[config.mk]
export PLATFORM = sky130hd
export DESIGN_NAME = alu_seq
export DESIGN_NICKNAME = d
export VERILOG_FILES = /design/src/rtl/common.sv /design/src/rtl/alu_rr_arb.sv /design/src/rtl/alu_seq.sv
export SDC_FILE = /design/constraint.sdc
export NUM_CORES = 1
export LEC_CHECK = 0
export BUFFER_PORTS_ARGS = -buffer_cell sky130_fd_sc_hd__buf_2
export CAP_MARGIN = 20
export CORE_ASPECT_RATIO = 0.5
export CORE_MARGIN = 4
export CORE_UTILIZATION = 40
export CTS_CLUSTER_SIZE = 14
export DETAILED_ROUTE_END_ITERATION = 6
export PLACE_DENSITY = 0.71
export SETUP_SLACK_MARGIN = 0.15
export SYNTH_ARGS = -nofsm -noshare
export SYNTH_HDL_FRONTEND = slang
export SYNTH_SLANG_ARGS = --single-unit
[constraint.sdc]
create_clock -name CLK -period 1.7 [get_ports CLK]
set_clock_uncertainty 0.05 [all_clocks]
set_input_delay 0.085 -clock CLK [delete_from_list [all_inputs] [get_ports CLK]]
set_output_delay 0.085 -clock CLK [all_outputs]
set_load 0.05 [all_outputs]
[src/rtl/common.sv]
// Shared definitions for the sequenced ALU: opcodes understood by the external
// 32-bit ALU, the sequencer state encoding, and a small opcode helper.
package common;

    localparam logic [2:0] ALU_NOP0 = 3'd0;
    localparam logic [2:0] ALU_ADD  = 3'd1;
    localparam logic [2:0] ALU_SUB  = 3'd2;
    localparam logic [2:0] ALU_AND  = 3'd3;
    localparam logic [2:0] ALU_OR   = 3'd4;
    localparam logic [2:0] ALU_XOR  = 3'd5;
    localparam logic [2:0] ALU_NOP6 = 3'd6;
    localparam logic [2:0] ALU_NOP7 = 3'd7;

    typedef enum logic [1:0] {
        IDLE = 2'd0,
        LO   = 2'd1,
        HI   = 2'd2,
        RESP = 2'd3
    } alu_seq_state_e;

    // Only the arithmetic opcodes chain the low-pass carry into the high pass.
    function automatic logic carry_chains(input logic [2:0] op);
        return (op == ALU_ADD) || (op == ALU_SUB);
    endfunction

endpackage

[src/rtl/alu_rr_arb.sv]
// Two-requester round-robin arbiter; the pointer names the requester that
// wins a tie and moves past the winner only when a grant is taken.
module alu_rr_arb (
    input  logic       clk,
    input  logic       rst_n,
    input  logic [1:0] req,
    input  logic       advance,
    output logic [1:0] grant
);

    logic ptr_r;

    // Pointer holder first, then the other requester.
    always_comb begin
        grant = 2'b00;
        if (req[ptr_r]) begin
            grant[ptr_r] = 1'b1;
        end else if (req[~ptr_r]) begin
            grant[~ptr_r] = 1'b1;
        end else begin
            grant = 2'b00;
        end
    end

    // After an accept the requester that was not served gets priority.
    always_ff @(posedge clk or negedge rst_n) begin
        if (!rst_n) begin
            ptr_r <= 1'b0;
        end else if (advance) begin
            ptr_r <= grant[0];
        end
    end

endmodule

[src/rtl/alu_seq.sv]
// Sequencer that time-shares one external 32-bit ALU between two requesters,
// running 64-bit operations as a low pass followed by a carry-chained high pass.
module alu_seq
    import common::*;
#(
    parameter bit WIDE_EN = 1'b1
) (
    input  logic          CLK,
    input  logic          N_RST,
    input  logic [1:0]    REQ_VALID,
    output logic [1:0]    REQ_READY,
    input  logic [5:0]    REQ_OP,
    input  logic [127:0]  REQ_A,
    input  logic [127:0]  REQ_B,
    input  logic [1:0]    REQ_WIDE,
    output logic          RSP_VALID,
    input  logic          RSP_READY,
    output logic          RSP_ID,
    output logic [63:0]   RSP_OUT,
    output logic          RSP_Z,
    output logic          RSP_C,
    output logic          RSP_N,
    output logic [31:0]   ALU_A,
    output logic [31:0]   ALU_B,
    output logic [2:0]    ALU_OP,
    output logic          ALU_C_IN,
    input  logic [31:0]   ALU_OUT,
    input  logic          ALU_Z,
    input  logic          ALU_C,
    input  logic          ALU_N
);

    alu_seq_state_e state_r;
    logic [1:0]     grant_s;
    logic           accept_s;
    logic           sel_s;
    logic           wide_s;
    logic [2:0]     op_s;
    logic [63:0]    a_s;
    logic [63:0]    b_s;
    logic [2:0]     op_r;
    logic           wide_r;
    logic [31:0]    a_hi_r;
    logic [31:0]    b_hi_r;
    logic [31:0]    lo_out_r;
    logic           lo_z_r;

    alu_rr_arb u_arb (
        .clk     (CLK),
        .rst_n   (N_RST),
        .req     (REQ_VALID),
        .advance (accept_s),
        .grant   (grant_s)
    );

    // Grant is offered only while idle and out of reset.
    always_comb begin
        if ((state_r == IDLE) && N_RST) begin
            REQ_READY = grant_s;
        end else begin
            REQ_READY = 2'b00;
        end
    end

    // Select the winning requester's fields.
    always_comb begin
        accept_s = |(REQ_VALID & REQ_READY);
        sel_s    = REQ_READY[1];
        if (sel_s) begin
            op_s   = REQ_OP[5:3];
            a_s    = REQ_A[127:64];
            b_s    = REQ_B[127:64];
            wide_s = REQ_WIDE[1] & WIDE_EN;
        end else begin
            op_s   = REQ_OP[2:0];
            a_s    = REQ_A[63:0];
            b_s    = REQ_B[63:0];
            wide_s = REQ_WIDE[0] & WIDE_EN;
        end
    end

    // Sequencer FSM; ALU drive and response are registered so each pass sees stable operands.
    always_ff @(posedge CLK or negedge N_RST) begin
        if (!N_RST) begin
            state_r   <= IDLE;
            op_r      <= ALU_NOP0;
            wide_r    <= 1'b0;
            a_hi_r    <= 32'h0;
            b_hi_r    <= 32'h0;
            lo_out_r  <= 32'h0;
            lo_z_r    <= 1'b0;
            RSP_VALID <= 1'b0;
            RSP_ID    <= 1'b0;
            RSP_OUT   <= 64'h0;
            RSP_Z     <= 1'b0;
            RSP_C     <= 1'b0;
            RSP_N     <= 1'b0;
            ALU_A     <= 32'h0;
            ALU_B     <= 32'h0;
            ALU_OP    <= ALU_NOP0;
            ALU_C_IN  <= 1'b0;
        end else begin
            case (state_r)
                IDLE: begin
                    if (accept_s) begin
                        state_r  <= LO;
                        op_r     <= op_s;
                        wide_r   <= wide_s;
                        a_hi_r   <= a_s[63:32];
                        b_hi_r   <= b_s[63:32];
                        RSP_ID   <= sel_s;
                        ALU_A    <= a_s[31:0];
                        ALU_B    <= b_s[31:0];
                        ALU_OP   <= op_s;
                        ALU_C_IN <= (op_s == ALU_SUB);
                    end
                end
                LO: begin
                    lo_out_r <= ALU_OUT;
                    lo_z_r   <= ALU_Z;
                    if (wide_r) begin
                        state_r  <= HI;
                        ALU_A    <= a_hi_r;
                        ALU_B    <= b_hi_r;
                        ALU_C_IN <= carry_chains(op_r) & ALU_C;
                    end else begin
                        state_r   <= RESP;
                        RSP_VALID <= 1'b1;
                        RSP_OUT   <= {32'h0, ALU_OUT};
                        RSP_Z     <= ALU_Z;
                        RSP_C     <= ALU_C;
                        RSP_N     <= ALU_N;
                        ALU_A     <= 32'h0;
                        ALU_B     <= 32'h0;
                        ALU_OP    <= ALU_NOP0;
                        ALU_C_IN  <= 1'b0;
                    end
                end
                HI: begin
                    state_r   <= RESP;
                    RSP_VALID <= 1'b1;
                    RSP_OUT   <= {ALU_OUT, lo_out_r};
                    RSP_Z     <= lo_z_r & ALU_Z;
                    RSP_C     <= ALU_C;
                    RSP_N     <= ALU_N;
                    ALU_A     <= 32'h0;
                    ALU_B     <= 32'h0;
                    ALU_OP    <= ALU_NOP0;
                    ALU_C_IN  <= 1'b0;
                end
                RESP: begin
                    if (RSP_READY) begin
                        state_r   <= IDLE;
                        RSP_VALID <= 1'b0;
                    end
                end
                default: begin
                    state_r   <= IDLE;
                    RSP_VALID <= 1'b0;
                end
            endcase
        end
    end

endmodule
==> results.py <==
metrics = {
    "status": {
        "failed_checks": "negative hold slack, negative setup slack",
        "status": "finished with violations",
    },
    "placed_design": {
        "io_buffer_count": 442,
        "placedCellCount": 1785,
        "pre_cts_ws_ps": -204.5,
        "hpwl_um": 26100,
        "gp_congestion": 0.9321,
    },
    "layout": {
        "mostFrequentLayoutCells": "buf_2 (439), dlygate4sd3_1 (300), dfrtp_1 (241), nand2_1 (141), mux2i_1 (94)",
        "finalNonFillerCells": 2230,
        "layout_commonest_cell": "buf_2",
        "area_growth_pct": 87.09,
        "drive_above_1_share_pct": 44.03,
        "nets": 2127,
    },
    "floorplanning": {
        "core_area_um2": 26850,
        "die-area_um2": 30630,
        "fp.dieW_um": 243.5,
        "start_util_pct": 41.31,
        "die_y_um": 125.8,
        "num_rows": 42,
        "io_pins": 443,
    },
    "power_and_ir_drop": {
        "power_density_nw_per_um2": 1913,
        "power_leakage_nw": 9.479,
        "p_total_mw": 39.70,
        "ir_worst_vdd_v": 0.001185,
    },
    "clock_tree": {
        "numCtsBuffers": 24,
        "clock_latency_ps": 530,
        "cts_tree": "done",
        "cts_num_sinks": 241,
        "cts_hold_buf": 300,
        "cts_max_level": 1,
        "root_buffer": "clkbuf_16",
        "clockBufferDepth": 3,
        "clkTransAtPathRegs_ps": 70,
    },
    "timing": {
        "period_share_pct": 120.7,
        "slew_headroom_pct": 34.06,
        "rsz0062_at_grt": "yes",
        "whs_ps": -706.0,
        "finalHoldViolations": 243,
        "slew_violations": 0,
        "setup_ws_ps": -351.4,
        "max_freq_mhz": 487.5,
        "tightest_slew_ps": 989.1,
        "setup-violations-final": 238,
        "min_period_ps": 2051,
    },
    "synth": {
        "yosys_warnings": 0,
        "synth-seq-area-share_pct": 54.36,
        "synth.distinct_cells": 35,
        "netlist.area_leader.share_pct": 54.36,
        "synth_edf_count": 0,
        "syn_nets": 1307,
        "ys_ff_latch": 241,
        "synth_ff_type": "dfrtp_1",
        "yosys.area.top_type": "dfrtp_1",
        "syn_area_um2": 11090,
        "synthArstFlopShare_pct": 100.0,
        "syn_area_per_cell_um2": 11.13,
        "syn_inst": 997,
        "ys_top_cells_by_area": "dfrtp_1 (54%), mux2i_1 (15%), nand2_1 (5.8%), o211ai_1 (4.3%), mux2_2 (3.3%)",
    },
    "grt": {
        "grt_max_degree": 163,
        "track_usage_pct": 30.66,
        "antenna_found_initial": 20,
        "grt_pass1_vias": 13280,
        "overflow": 0,
        "grt_pass1_wl_um": 74370,
    },
    "worst_setup_path": {
        "crit_path_max_fanout": 6,
        "endpoint_kind": "flop",
        "crit_type": "reg2reg",
        "crit_required_ps": 2000,
        "cp.arrival_ps": 2360,
        "worstSetupStartpointType": "flop",
    },
    "routing": {
        "num_vias": 12650,
        "wl_per_cell_um": 24.56,
        "drc": 0,
        "drt_iter0_drc": 1194,
        "detail-route-antenna-nets": 0,
        "via_per_inst": 5.673,
        "routed_wl_um": 54770,
        "dr.pass1.iters": 5,
    },
    "run": {
        "maxCapViolCount": 0,
    },
    "worst_hold_path": {
        "hold_path_class": "in2async",
    },
}
[power by group]
part,internal (mW),switching (mW)
Clock,3.66,2.46
Combinational,9.93,13.5
Sequential,8.33,1.87
Total,21.9,17.8
[flip-flops by register name (all words and copies together) (netlist names), 2 cells and up]
name / cells
b_hi_r: 32
ALU_A: 32
ALU_B: 32
state_r: 2
a_hi_r: 32
lo_out_r: 32
RSP_OUT: 64
op_r: 3
ALU_OP: 3
[synthesized netlist by cell type, types with 3 or more instances]
master / n
clkbuf_1: 37
mux2i_1: 165
buf_1: 3
a22o_1: 33
mux2_2: 33
o21ai_1: 72
buf_2: 23
o211ai_1: 64
dfrtp_1: 241
a21oi_1: 4
buf_4: 11
nand3_1: 66
o21ai_0: 33
buf_12: 6
nand2_1: 170
ha_1: 6
o2bb2ai_1: 3
inv_1: 5
[through the flow]
stage	setup TNS [ps]	utilization, %	hold WS, ps	instance area, um^2
finish	-41150	77.29	-706.0	20760
global route	-49010	77.28	-724.0	20750
CTS	-18570	71.32	-717.0	19150
detailed placement	-18430	52.40	-163.8	14070
global placement	-10790	52.40	-163.9	14070
floorplan	-8071	-	-260.6	11190
[cells by family (layout without fill, tap and decap cells)]
family / Yosys count / after routing / share of synthesized area [%]
other: 0 / 23 / 0
AND/OR/NAND/NOR: 245 / 245 / 9.270
multiplexers: 200 / 200 / 18.44
XOR/XNOR: 1 / 1 / 0.07896
buffers and inverters: 86 / 919 / 4.421
adder cells (fa/ha/maj): 6 / 6 / 0.6766
flip-flops: 241 / 241 / 54.36
AO/OA/AOI/OAI: 218 / 221 / 12.76
[final cells by class]
cell class                      count  area, um^2
Timing Repair Buffer              871        7525
Inverter                            6       27.53
Fill cell                        1510        6097
Sequential cell                   241        6031
Multi-Input combinational cell    673        5763
Clock buffer                       32       701.9
Antenna cell                       23       57.56
Clock inverter                     10       182.7
Tap cell                          374       467.9
[timing repair]
item                                    4_1_cts  5_1_grt
gates cloned                                 19       17
hold endpoints to repair                    480      243
setup buffers                                25       19
pin swaps                                     8       60
resized for setup                           112      247
endpoints found under the setup margin      240      242
[worst max-delay path, stage by stage, from the launching register on]
cell and delay [ps]:
dfrtp_1 390, inv_2 100, ha_4 170, nand3_4 80, a21oi_4 190, buf_6 150
buf_12 150, clkbuf_16 190, mux2i_1 210, o211ai_1 190
[layer usage]
layer	wire, um	GRT usage (%)	part of all wire, %
met1	18430	32.43	34
met2	27580	53.80	50
met3	3985	6.606	7.3
met4	4776	24.10	8.7
met5	0	0	0
[final timing paths]
| check | startpoint | endpoint | slack [ps] | cells after the start |
|---|---|---|---|---|
| min reg2reg | RSP_OUT[19] | RSP_OUT[19] | 420 | 2 |
| min | N_RST | state_r[1] | -710 | 1 |
| max | state_r[1] | ALU_B[3] | -350 | 9 |
| min in group CLK | N_RST | u_arb.ptr_r | -140 | 3 |
| max in group asynchronous | N_RST | a_hi_r[7] | 1130 | 2 |
| max reg2reg | state_r[1] | ALU_B[3] | -350 | 9 |
Power figures use the tool's default switching activity.
